**config.mk**
```make
export PLATFORM = sky130hd
export DESIGN_NAME = bs_mac_acc
export DESIGN_NICKNAME = d
export VERILOG_FILES = /design/src/rtl/bs_acc_pkg.sv /design/src/rtl/sat_add.sv /design/src/rtl/bs_mac_acc.sv
export SDC_FILE = /design/constraint.sdc
export NUM_CORES = 1
export LEC_CHECK = 0
export ABC_AREA = 0
export ABC_CLOCK_PERIOD_IN_PS = 5700
export CAP_MARGIN = 5
export CORE_ASPECT_RATIO = 1.25
export CORE_MARGIN = 5
export CORE_UTILIZATION = 30
export CTS_CLUSTER_DIAMETER = 60
export DETAILED_ROUTE_END_ITERATION = 10
export GPL_TIMING_DRIVEN = 1
export SLEW_MARGIN = 30
export SYNTH_ARGS = -nofsm -noshare
export SYNTH_HDL_FRONTEND = slang
export SYNTH_SLANG_ARGS = --single-unit
export TNS_END_PERCENT = 5
```
**constraint.sdc**
```tcl
create_clock -name clk -period 5.7 [get_ports clk]
set_clock_uncertainty 0.2 [all_clocks]
set_input_delay 1.14 -clock clk [delete_from_list [all_inputs] [get_ports clk]]
set_output_delay 1.14 -clock clk [all_outputs]
set_load 0.005 [all_outputs]
```
**src/rtl/bs_acc_pkg.sv**
```systemverilog
`default_nettype none
// ============================================================================
// Module   : bs_acc_pkg
// Brief    : Shared types and default sizing for the bit-serial MAC accumulator.
// Revision : 1.0 - initial release
// ============================================================================
package bs_acc_pkg;

    localparam int c_IWIDTH_DEF = 16;
    localparam int c_AWIDTH_DEF = 32;

    typedef enum logic [1:0] {
        IDLE  = 2'd0,
        SHIFT = 2'd1,
        MERGE = 2'd2,
        HOLD  = 2'd3
    } state_e;

endpackage
`default_nettype wire

```
**src/rtl/sat_add.sv**
```systemverilog
`default_nettype none
// ============================================================================
// Module   : sat_add
// Brief    : Signed (W+2)-bit adder clamped to the signed W-bit range.
// Revision : 1.0 - initial release
// ============================================================================
module sat_add #(
    parameter int W = 32
) (
    input  logic signed [W+1:0] a,
    input  logic signed [W+1:0] b,
    output logic signed [W-1:0] y,
    output logic                clamp
);

    localparam logic signed [W+1:0] c_MAX = {3'b000, {(W-1){1'b1}}};
    localparam logic signed [W+1:0] c_MIN = {3'b111, {(W-1){1'b0}}};

    logic signed [W+1:0] w_sum;

    assign w_sum = a + b;

    always_comb begin
        clamp = 1'b0;
        y     = w_sum[W-1:0];
        if (w_sum > c_MAX) begin
            y     = c_MAX[W-1:0];
            clamp = 1'b1;
        end else if (w_sum < c_MIN) begin
            y     = c_MIN[W-1:0];
            clamp = 1'b1;
        end
    end

endmodule
`default_nettype wire

```
**src/rtl/bs_mac_acc.sv**
```systemverilog
`default_nettype none
// ============================================================================
// Module   : bs_mac_acc
// Brief    : Bit-serial MAC: shift-accumulates MSB-first partial products, then
//            merges with an upstream partial sum under a valid/ready handshake.
// Revision : 1.0 - initial release
// ============================================================================
module bs_mac_acc
    import bs_acc_pkg::*;
#(
    parameter int IWIDTH = c_IWIDTH_DEF,
    parameter int AWIDTH = c_AWIDTH_DEF,
    parameter int CNTW   = $clog2(IWIDTH + 1)
) (
    input  logic                     clk,
    input  logic                     rst_n,
    input  logic                     clr,
    input  logic                     start,
    input  logic [CNTW-1:0]          prec,
    input  logic                     sgn,
    input  logic                     pp_valid,
    input  logic signed [AWIDTH-1:0] pp,
    input  logic                     sum_i_valid,
    input  logic signed [AWIDTH-1:0] sum_i,
    output logic                     sum_i_ready,
    output logic                     sum_o_valid,
    output logic signed [AWIDTH-1:0] sum_o,
    input  logic                     sum_o_ready,
    output logic                     busy,
    output logic                     ovf
);

    localparam logic [CNTW-1:0] c_IW  = CNTW'(IWIDTH);
    localparam logic [CNTW-1:0] c_ONE = CNTW'(1);

    state_e                   r_state, w_state_nxt;
    logic [CNTW-1:0]          r_cnt;
    logic signed [AWIDTH-1:0] r_sh, r_sum_o;
    logic                     r_first, r_sgn, r_sum_o_valid, r_ovf;

    logic                     w_release, w_take_start, w_shift_en, w_merge_en;
    logic [CNTW-1:0]          w_eff_prec;
    logic signed [AWIDTH+1:0] w_sh_x, w_sh_dbl, w_pp_x, w_term, w_sum_i_x;
    logic signed [AWIDTH-1:0] w_shift_y, w_merge_y;
    logic                     w_shift_clamp, w_merge_clamp;

    assign w_release    = (r_state == HOLD) && sum_o_ready;
    assign w_take_start = start && ((r_state == IDLE) || w_release);
    assign w_shift_en   = (r_state == SHIFT) && pp_valid;
    assign w_merge_en   = (r_state == MERGE) && sum_i_valid;
    assign w_eff_prec   = ((prec == '0) || (prec > c_IW)) ? c_IW : prec;

    // Two guard bits keep 2*sh + pp and sum_i + sh exact before clamping.
    assign w_sh_x    = {{2{r_sh[AWIDTH-1]}}, r_sh};
    assign w_sh_dbl  = w_sh_x <<< 1;
    assign w_pp_x    = {{2{pp[AWIDTH-1]}}, pp};
    assign w_term    = (r_first && r_sgn) ? -w_pp_x : w_pp_x;
    assign w_sum_i_x = {{2{sum_i[AWIDTH-1]}}, sum_i};

    sat_add #(.W(AWIDTH)) u_sat_shift (
        .a     (w_sh_dbl),
        .b     (w_term),
        .y     (w_shift_y),
        .clamp (w_shift_clamp)
    );

    sat_add #(.W(AWIDTH)) u_sat_merge (
        .a     (w_sum_i_x),
        .b     (w_sh_x),
        .y     (w_merge_y),
        .clamp (w_merge_clamp)
    );

    always_ff @(posedge clk or negedge rst_n) begin
        if (!rst_n) r_state <= IDLE;
        else        r_state <= w_state_nxt;
    end

    always_comb begin
        w_state_nxt = r_state;
        case (r_state)
            IDLE:    if (start) w_state_nxt = SHIFT;
            SHIFT:   if (pp_valid && (r_cnt == c_ONE)) w_state_nxt = MERGE;
            MERGE:   if (sum_i_valid) w_state_nxt = HOLD;
            HOLD:    if (sum_o_ready) w_state_nxt = start ? SHIFT : IDLE;
            default: w_state_nxt = IDLE;
        endcase
        if (clr) w_state_nxt = IDLE;
    end

    always_comb begin
        busy        = (r_state != IDLE);
        sum_i_ready = (r_state == MERGE);
    end

    always_ff @(posedge clk or negedge rst_n) begin
        if (!rst_n) begin
            r_cnt         <= '0;
            r_sh          <= '0;
            r_first       <= 1'b0;
            r_sgn         <= 1'b0;
            r_sum_o       <= '0;
            r_sum_o_valid <= 1'b0;
            r_ovf         <= 1'b0;
        end else if (clr) begin
            r_cnt         <= '0;
            r_sh          <= '0;
            r_first       <= 1'b0;
            r_sum_o       <= '0;
            r_sum_o_valid <= 1'b0;
            r_ovf         <= 1'b0;
        end else begin
            if (w_release) r_sum_o_valid <= 1'b0;
            if (w_take_start) begin
                r_sgn   <= sgn;
                r_cnt   <= w_eff_prec;
                r_sh    <= '0;
                r_first <= 1'b1;
            end
            if (w_shift_en) begin
                r_sh    <= w_shift_y;
                r_first <= 1'b0;
                r_cnt   <= r_cnt - c_ONE;
                if (w_shift_clamp) r_ovf <= 1'b1;
            end
            if (w_merge_en) begin
                r_sum_o       <= w_merge_y;
                r_sum_o_valid <= 1'b1;
                if (w_merge_clamp) r_ovf <= 1'b1;
            end
        end
    end

    assign sum_o       = r_sum_o;
    assign sum_o_valid = r_sum_o_valid;
    assign ovf         = r_ovf;

endmodule
`default_nettype wire

```
==> impl_metrics.csv, run 1 <==
group,metric,value,unit
floorplanning,core.rowCount,63,
floorplanning,ioPinCount,113,
clocking,cts_root_buf,"clkbuf_16",
setup_path,r2r_cells,17,
run_status,status,"finished, final reports clean",
sta,period_minus_slack,5.56,ns
clocking,cts-buffers-inserted,9,
setup_path,required,5.72,ns
global_routing,gr-usage-all-layers,15.8,%
synthesis,ys_warn_count,0,
final_layout,final_area,10300,sq um
global_routing,grt_pass1_wl,35700,um
global_routing,antenna_found_initial,0,
placed_design,numPortBuffers,112,
global_routing,globalRouteOverflowTotal,0,
setup_path,worstReg2RegStart,"r_first$_DFFE_PN0P_",
power,seqPwrFrac,20.4,%
power,p_total,3.81,mW
global_routing,grt_pass1_vias,7170,
floorplanning,core-area,23900,sq um
floorplanning,die_y,184,um
clocking,tritoncts,"yes",
clocking,cts_buffer_depth,2,
sta,fmax,180,MHz
sta,setup_total_negative_slack,0,ns
placed_design,place_ws,-0.491,ns
power,power.switching,1.59,mW
power,p_int,2.22,mW
clocking,clock_latency,0.34,ns
flow_run,maxCapViolations,0,
synthesis,syn_area_per_cell,8.65,sq um
min_path,hp-start,"sum_o[0]$_DFFE_PN0P_",
final_layout,fin_nets,1206,
drt,drcViolationCount,0,
min_path,worst_hold_path.num_cells,2,
drt,wl,22100,um
global_routing,grt_start_max_net_pins,76,
power,irDropWorstVdd,0.000166,V
synthesis,synthArstFlopShare,100,%
placed_design,place_hpwl,17600,um
drt,vias,7223,
setup_path,ff2ff_setup_slack,1.06,ns
setup_path,cp-start-kind,"primary input",
power,p_comb_share,64.9,%
drt,vias_per_cell,5.23,
setup_path,critPathCaptureType,"flop",
synthesis,synthCells,843,
placed_design,place.gp.congestion,0.880,
min_path,holdPathEnd,"sum_o[0]$_DFFE_PN0P_",
clocking,cts.clk_slew.worst_paths,0.06,ns
final_layout,drive_above_1_share,18.9,%
synthesis,ys_seq_elements,75,
final_layout,diodes,0,
sta,drv_slew,0,
power,p_leak,4.75,nW
clocking,clock-sinks,75,
synthesis,syn-cell-area,7290,sq um
setup_path,crit_start,"pp[13]",
setup_path,worstSetupPathType,"in -> reg",
clocking,htreeDepth,3,
floorplanning,dieArea,27600,sq um
sta,relSlewSlack,55.8,%
setup_path,crit_arrival,5.58,ns
floorplanning,die_x,149,um
final_layout,final_core_util,43.1,%
sta,worstMarginPinSlew,0.663,ns
drt,drt-wirelength-per-cell,16.0,um
min_path,hp-class,"reg -> reg",
setup_path,reg2reg_to,"r_sh[9]$_DFFE_PN0P_",
synthesis,synth_edf_count,0,
sta,fin_crit_sh,97.5,%
floorplanning,initial_core_util,30.5,%
synthesis,yosysSeqAreaShare,25.7,%
synthesis,ys.flop_type,"dfrtp_1",
sta,fin_ws,0.143,ns
sta,hold_viol,0,
synthesis,yosys.cell_types.count,67,
drt,drtIter0Drc,431,
synthesis,syn-num-nets,996,
final_layout,area_growth,41.0,%
drt,postRouteAntennaNets,0,
power,switching_share,41.7,%
power,powerDensity,371,nW/um^2
drt,first_pass_iters,5,
setup_path,crit_path_max_fanout,7,
sta,setup_viol,0,
power,clkPwrFrac,14.7,%
placed_design,post_dp_cell_area,9490,sq um
## what timing repair did
action                     in CTS  in global routing
pin swaps                      22                 28
setup endpoints to repair      32                 32
hold buffers                    0                  0
gates cloned                    3                  1
resized for setup              38                 31
buffers inserted               10                  9
hold endpoints to repair        0                  0
## per-stage QoR
stage / hold slack [ns] / std cells
after floorplan: 0.263 / 843
after global placement: 0.271 / 1344
after detailed placement: 0.265 / 1344
after CTS: 0.279 / 1372
after global routing: 0.299 / 1382
final: 0.269 / 1382
## cell type report
cell class | count | area [sq um]
fill | 2323 | 13600
multi-input combinational | 701 | 5410
clock inverter | 2 | 35.0
timing repair buffer | 243 | 2210
inverter | 23 | 86.3
sequential | 75 | 1880
tap | 325 | 407
clock buffer | 13 | 260
## cells in the final DEF, fill, tap and decap left out, types with 23 or more instances in the layout
cell type / n
ha_1: 73
nor2_1: 49
a21oi_1: 74
xnor2_1: 56
a221o_1: 60
nand2_1: 49
nand3_1: 24
clkdlybuf4s50_1: 104
buf_4: 119
xor2_1: 31
o21ai_0: 31
dfrtp_1: 75
inv_1: 23
a21o_1: 36
## worst max-delay path by stage
stage / to / slack, ns / depth (start not counted)
finish: r_sh[9]$_DFFE_PN0P_ / 0.14 / 21
detailed placement: r_sh[2]$_DFFE_PN0P_ / -0.49 / 16
floorplan: ovf$_DFF_PN0_ / -0.005 / 15
global placement: ovf$_DFF_PN0_ / -0.44 / 18
global route: r_sh[9]$_DFFE_PN0P_ / -0.05 / 22
CTS: r_sh[26]$_DFFE_PN0P_ / 0.008 / 20
## Yosys cell counts (17+ instances only)
library cell	instances	share of area (%)
a21oi_1	80	5.5
dfrtp_1	75	26
ha_1	74	13
a221o_1	60	8.2
xnor2_1	57	6.8
nor2_1	54	2.8
nand2_1	51	2.6
a21o_1	36	3.7
clkbuf_1	36	1.9
o21ai_0	31	2.1
xor2_1	31	3.7
nand3_1	26	1.8
inv_1	23	1.2
nor3_1	17	1.2
## state kept, by name, summed over array words and instances, names as in the netlist
register	flops
sum_o	32
r_sh	32
r_cnt	5
r_sgn	1
r_state	2
ovf	1
r_first	1
sum_o_valid	1
## critical path, cell delays in order
cell       delay (ns)
clkbuf_2         0.09
or4_4            0.57
or4_4            0.51
or4_4            0.57
buf_6            0.15
o21ai_2          0.11
xnor2_1          0.13
ha_1             0.26
a21o_1           0.20
a21oi_2          0.16
buf_4            0.14
nand3_4          0.06
a2bb2oi_2        0.14
o21ai_2          0.07
buf_6            0.16
xnor2_4          0.12
o32a_1           0.22
a31oi_4          0.14
buf_12           0.17
clkbuf_16        0.15
a221o_1          0.31
## power by group through the flow
stage          Sequential (mW)  Combinational (mW)  Clock, mW
2_1_floorplan            0.740                1.52          0
3_3_place_gp             0.786                2.28          0
3_5_place_dp             0.787                2.30          0
4_1_cts                  0.779                2.39      0.575
5_1_grt                  0.797                2.75      0.591
6_report                 0.779                2.48      0.561
## per-layer routing
| layer | global-route usage [%] | vias up | part of all wire, % |
|---|---|---|---|
| met5 | 0 | - | 0 |
| met1 | 20.2 | 3376 | 44 |
| met2 | 27.6 | 143 | 50 |
| li1 | - | 3681 | - |
| met3 | 1.99 | 23 | 3.8 |
| met4 | 5.57 | 0 | 2.3 |
## cells by family (layout without fill, tap and decap cells)
| logic type | count (synthesis) | count (layout) | share of synthesized area (%) |
|---|---|---|---|
| xor gates and xnor gates | 89 | 89 | 10.9 |
| AOI/OAI and AO/OA | 318 | 318 | 31.2 |
| and+or+nand+nor | 216 | 216 | 14.7 |
| DFF | 75 | 75 | 25.7 |
| muxes | 2 | 2 | 0.292 |
| buffers and inverters | 67 | 281 | 3.93 |
| adders and majority gates | 76 | 76 | 13.2 |
Power figures use the tool's default switching activity.
==> run 2: changes to the inputs <==
Settings changed: SYNTH_HIERARCHICAL set to 1.
==> impl_metrics.csv, run 2 <==
group,metric,value,unit
synthesis,syn-cell-area,8520,sq um
sta,fin_crit_sh,95.6,%
floorplanning,dieArea,31900,sq um
synthesis,synthTopCellsByCount,"nand2_1 (140), a21oi_1 (105), a21o_1 (84), nor2_1 (76), dfrtp_1 (75)",
drt,vias_per_cell,5.33,
final_layout,diodes,0,
synthesis,synthArstFlopShare,100,%
clocking,tritoncts,"yes",
setup_path,critPathCaptureType,"flop",
global_routing,grt_pass1_wl,43700,um
drt,postRouteAntennaNets,0,
setup_path,worstReg2RegStart,"r_first$_DFFE_PN0P_",
power,irDropWorstVdd,0.000141,V
floorplanning,core-area,28200,sq um
clocking,cts.clk_slew.worst_paths,0.06,ns
setup_path,cp-start-kind,"primary input",
synthesis,synth-simple-area-share,19.1,%
placed_design,numPortBuffers,112,
placed_design,placed_cells,1566,
global_routing,grt_start_max_net_pins,76,
synthesis,synth_compound_area_share,33.1,%
min_path,holdPathEnd,"sum_o[7]$_DFFE_PN0P_",
global_routing,gr-usage-all-layers,16.5,%
synthesis,synth_edf_count,0,
sta,relSlewSlack,45.6,%
power,p_leak,5.03,nW
power,powerDensity,371,nW/um^2
synthesis,yosys.cell_types.count,70,
final_layout,area_growth,25.4,%
setup_path,ff2ff_setup_slack,1.45,ns
synthesis,synth_top_family_by_area,"compound AO/OA/AOI/OAI gates",
run_status,status,"finished, final reports clean",
setup_path,crit_path_max_fanout,25,
synthesis,synth_fa_ha_area_share,11.3,%
floorplanning,ioPinCount,113,
clocking,cts_root_buf,"clkbuf_16",
global_routing,antenna_found_initial,0,
drt,drtIter0Drc,411,
synthesis,syn-num-nets,1242,
clocking,cts-buffers-inserted,9,
clocking,cts_buffer_depth,2,
drt,vias,8435,
clocking,clock_latency,0.34,ns
synthesis,synth_xor_xnor_area_share,8.22,%
drt,drt-wirelength-per-cell,16.8,um
clocking,htreeDepth,3,
floorplanning,core.rowCount,69,
synthesis,ys.flop_type,"dfrtp_1",
sta,drv_slew,0,
global_routing,grt_pass1_vias,8388,
synthesis,synth_top_area_cell,"dfrtp_1",
setup_path,r2r_cells,14,
sta,fmax,183,MHz
synthesis,synth_mux_area_share,0.499,%
setup_path,reg2reg_to,"r_sh[2]$_DFFE_PN0P_",
clocking,clock-sinks,75,
final_layout,final_cells,1582,
min_path,hp-start,"sum_o[7]$_DFFE_PN0P_",
final_layout,mostFrequentLayoutCell,"nand2_1",
synthesis,syn_area_per_cell,7.83,sq um
sta,setup_viol,0,
clocking,ctsHoldBuffers,0,
placed_design,place.gp.congestion,0.895,
placed_design,place_hpwl,21700,um
setup_path,required,5.73,ns
flow_run,maxCapViolations,0,
synthesis,yosysMostFrequentCell,"nand2_1",
min_path,worst_hold_path.num_cells,2,
synthesis,ys_top_cells_by_area,"dfrtp_1 (22%), ha_1 (11%), a21o_1 (7.4%), a21oi_1 (6.2%), nand2_1 (6.2%)",
floorplanning,die_x,161,um
drt,drcViolationCount,0,
floorplanning,die_y,198,um
global_routing,globalRouteOverflowTotal,0,
final_layout,layout_common_cells,"nand2_1 (139), clkdlybuf4s50_1 (111), a21oi_1 (104)",
sta,rsz0062_at_grt,"false",
synthesis,synth_top_area_share,22.0,%
final_layout,fin_nets,1375,
synthesis,yosysSeqAreaShare,22.0,%
clocking,post_cts_buffers,0,
sta,period_minus_slack,5.45,ns
floorplanning,initial_core_util,30.2,%
setup_path,crit_arrival,5.48,ns
sta,worstMarginPinSlew,0.814,ns
sta,hold_viol,0,
sta,setup_total_negative_slack,0,ns
final_layout,drive_above_1_share,10.0,%
synthesis,ys_warn_count,6,
setup_path,worstSetupPathType,"in -> reg",
synthesis,ys_seq_elements,75,
drt,wl,26500,um
synthesis,synthCells,1089,
drt,first_pass_iters,6,
min_path,hp-class,"reg -> reg",
==> run 2: changes by cell type in the layout (fill, tap and decap cells not counted), moves of 10 or more <==
cell / previous run / this run
nor2_1: 49 / 75
o21ai_0: 31 / 49
nand2_1: 49 / 139
a21oi_1: 74 / 104
a22o_1: 2 / 34
inv_1: 23 / 33
a21o_1: 36 / 84
xnor2_1: 56 / 41
buf_4: 119 / 79
a31o_1: 0 / 12
a221o_1: 60 / 2
==> run 2: how the worst max path moves through the flow <==
stage | start | endpoint | slack, ns | depth (start not counted)
2_1_floorplan | pp[1] | r_sh[0]$_DFFE_PN0P_ | 0.71 | 18
3_3_place_gp | pp[0] | r_sh[2]$_DFFE_PN0P_ | -0.18 | 19
3_5_place_dp | pp[0] | r_sh[2]$_DFFE_PN0P_ | -0.21 | 19
4_1_cts | pp[0] | r_sh[2]$_DFFE_PN0P_ | 0.14 | 19
5_1_grt | pp[14] | r_sh[2]$_DFFE_PN0P_ | 0.002 | 16
6_report | pp[14] | r_sh[2]$_DFFE_PN0P_ | 0.25 | 16
==> run 2: where the power goes <==
part	total [mW]	switching [mW]	leakage (nW)	internal [mW]
Combinational	2.64	1.42	3.85	1.22
Sequential	0.723	0.0960	1.03	0.627
Clock	0.601	0.216	0.145	0.384
Total	3.96	1.73	5.03	2.23
==> run 2: timing repair <==
| item | 4_1_cts | 5_1_grt |
|---|---|---|
| setup endpoints to repair | 0 | 32 |
| resized for setup | 0 | 3 |
| endpoints found under the hold margin | 0 | 0 |
==> run 2: cell type report <==
| cell class | instances | area [sq um] |
|---|---|---|
| clock buffer | 14 | 244 |
| clock inverter | 2 | 60.1 |
| fill | 2933 | 17500 |
| inverter | 33 | 124 |
| multi-input combinational | 910 | 6190 |
| sequential | 75 | 1880 |
| tap | 355 | 444 |
| timing repair buffer | 193 | 1760 |
==> run 2: metal layers <==
layer	track usage (%)	up-vias	part of all wire (%)
met5	0	-	0
met4	4.71	0	1.9
met3	1.60	23	3.6
met2	29.2	151	49
met1	21.4	3984	45
li1	-	4277	-
==> run 2: worst max-delay path: stages <==
cell and delay [ns]:
clkdlybuf4s50_1 0.42, or4_4 0.56, nor4b_4 0.26, nand3_1 0.20
o21ai_0 0.28, xnor2_1 0.16, ha_1 0.29, a21o_1 0.22
a31oi_1 0.25, o21ai_0 0.13, a221o_1 0.33, a311o_1 0.38
a22o_4 0.30, buf_12 0.16, a31o_1 0.21, a22o_1 0.20
==> run 2: cells by family after synthesis <==
logic type / after synthesis
AND/OR/NAND/NOR: 342
flip-flops: 75
adder cells (fa/ha/maj): 76
AO/OA/AOI/OAI: 407
multiplexers: 4
XOR/XNOR: 80
other: 1
buffers and inverters: 104
==> run 2: per-stage QoR <==
step	instance area (sq um)	util [%]	power, mW	setup WS (ns)	hold WS, ns
3_3_place_gp	10400	36.7	3.32	-0.179	0.310
3_5_place_dp	10400	36.7	3.34	-0.207	0.314
4_1_cts	10700	37.8	3.97	0.142	0.322
6_report	10700	37.9	3.96	0.248	0.317
2_1_floorplan	8520	-	2.58	0.715	0.295
5_1_grt	10700	37.9	4.31	0.00180	0.337
==> run 3: changes to the inputs <==
==> constraint.sdc (replaced) <==
create_clock -name clk -period 5.7 [get_ports clk]
set_clock_uncertainty 0.2 [all_clocks]
set_input_delay 1.425 -clock clk [delete_from_list [all_inputs] [get_ports clk]]
set_output_delay 1.425 -clock clk [all_outputs]
set_load 0.005 [all_outputs]
==> impl_metrics.csv, run 3 (synthesis gave the netlist of run 2 again) <==
group,metric,value,unit
setup_path,cp-start-kind,"primary input",
clocking,cts.clk_slew.worst_paths,0.06,ns
clocking,htreeDepth,3,
global_routing,grt_pass1_vias,8519,
sta,setup_viol,0,
placed_design,place.gp.congestion,0.886,
clocking,ctsHoldBuffers,0,
global_routing,antenna_found_initial,0,
floorplanning,core.rowCount,69,
floorplanning,die_y,198,um
placed_design,placed_cells,1628,
clocking,tritoncts,"yes",
setup_path,required,5.73,ns
run_status,status,"finished, final reports clean",
power,powerDensity,366,nW/um^2
setup_path,crit_arrival,5.51,ns
flow_run,maxCapViolations,0,
global_routing,grt_pass1_wl,43900,um
final_layout,fin_nets,1449,
sta,worstMarginPinSlew,0.898,ns
placed_design,numPortBuffers,112,
sta,relSlewSlack,40.0,%
power,p_leak,5.50,nW
floorplanning,dieArea,31900,sq um
power,irDropWorstVdd,0.000132,V
sta,fin_crit_sh,96.1,%
drt,postRouteAntennaNets,0,
sta,setup_total_negative_slack,0,ns
global_routing,grt_start_max_net_pins,76,
setup_path,worstSetupPathType,"in -> reg",
drt,drcViolationCount,0,
drt,first_pass_iters,5,
drt,vias,8703,
clocking,cts_root_buf,"clkbuf_16",
power,p_total,4.18,mW
drt,drt-wirelength-per-cell,16.5,um
setup_path,crit_path_max_fanout,8,
final_layout,final_cells,1655,
sta,period_minus_slack,5.48,ns
floorplanning,core-area,28200,sq um
floorplanning,die_x,161,um
final_layout,mostFrequentLayoutCell,"buf_4",
min_path,hp-class,"reg -> reg",
final_layout,layout_common_cells,"buf_4 (151), nand2_1 (137), clkdlybuf4s50_1 (102)",
sta,fmax,183,MHz
clocking,clock-sinks,75,
setup_path,crit_chain,"clkdlybuf4s50_1 > nor4_2 > buf_4 > buf_4 > and2_1 > and4_4 > nor2_1 > xor2_1 > ha_1 > and2_4 > a21o_1 > a221oi_2 > buf_4 > o21ai_1 > a31oi_2 > xnor2_2 > buf_4 > a22o_4 > a31o_1 > a22o_1",
floorplanning,ioPinCount,113,
clocking,cts_buffer_depth,2,
placed_design,place_hpwl,21800,um
drt,vias_per_cell,5.26,
drt,drtIter0Drc,385,
setup_path,cp_slowest_cell,"clkdlybuf4s50_1",
final_layout,final_core_util,40.5,%
drt,wl,27400,um
sta,rsz0062_at_grt,"false",
clocking,clock_latency,0.34,ns
sta,drv_slew,0,
final_layout,area_growth,34.2,%
global_routing,globalRouteOverflowTotal,0,
final_layout,diodes,0,
final_layout,drive_above_1_share,17.2,%
setup_path,critPathCaptureType,"flop",
final_layout,final_area,11400,sq um
setup_path,crit_top_cell,"buf_4",
placed_design,post_dp_cell_area,10800,sq um
final_layout,fillers,2833,
sta,fin_ws,0.224,ns
sta,hold-worst-slack,0.318,ns
placed_design,place_ws,-0.627,ns
clocking,cts-buffers-inserted,9,
global_routing,gr-usage-all-layers,16.6,%
floorplanning,initial_core_util,30.2,%
sta,hold_viol,0,
setup_path,critPathMaxStageDelay,0.44,ns
run 3: cell types whose count changed in the layout (fill, tap and decap cells not counted), sizes merged:
cell,before,now
clkbuf,14,13
buf,82,153
bufinv,2,1
clkdlybuf4s50,111,102
dlymetal6s2s,0,9
clkinvlp,0,1
a22o,36,39
run 3: per-layer routing:
layer	global-route usage, %	vias up	routed length, um
met5	0	-	0
met4	5.56	0	738
met3	1.64	40	959
met2	29.1	183	13400
met1	21.5	4048	12300
li1	-	4432	-
run 3: path summary, 6_finish.rpt:
kind / end / startpoint / cells past startpoint / slack [ns]
hold reg to reg: sum_o[7]$_DFFE_PN0P_ / sum_o[7]$_DFFE_PN0P_ / 2 / 0.32
max in group asynchronous: sum_o[10]$_DFFE_PN0P_ / rst_n / 1 / 3.92
setup reg to reg: ovf$_DFF_PN0_ / r_first$_DFFE_PN0P_ / 15 / 1.36
setup / recovery: r_sh[2]$_DFFE_PN0P_ / pp[6] / 20 / 0.22
min in group asynchronous: sum_o_valid$_DFFE_PN0P_ / rst_n / 1 / 0.91
hold / removal: sum_o[7]$_DFFE_PN0P_ / sum_o[7]$_DFFE_PN0P_ / 2 / 0.32
run 3: critical path, delay by kind of cell:
kind            cells  cell delay (ns)
simple gates        5             0.91
fa+ha+maj           1             0.31
xor+xnor            2             0.34
buf+inv             5             1.04
compound gates      7             1.48
run 3: cell type report:
type	instances	area, sq um	area share, %
sequential	75	1880	16.4
clock buffer	13	240	2.10
timing repair buffer	264	2300	20.1
multi-input combinational	913	6420	56.1
clock inverter	2	37.5	0.328
inverter	33	124	1.08
tap	355	444	3.88
run 3: repair_timing:
action                                  4_1_cts  5_1_grt
buffers inserted                              0        9
pin swaps                                     1       28
gates cloned                                  2        1
gates resized for setup                       8       47
endpoints found under the hold margin         0        0
endpoints found under the setup margin       32       32
run 3: where the power goes:
part / internal [mW] / total [mW] / switching [mW]
Clock: 0.337 / 0.547 / 0.210
Combinational: 1.39 / 2.91 / 1.52
Sequential: 0.627 / 0.727 / 0.0992
Total: 2.35 / 4.18 / 1.83
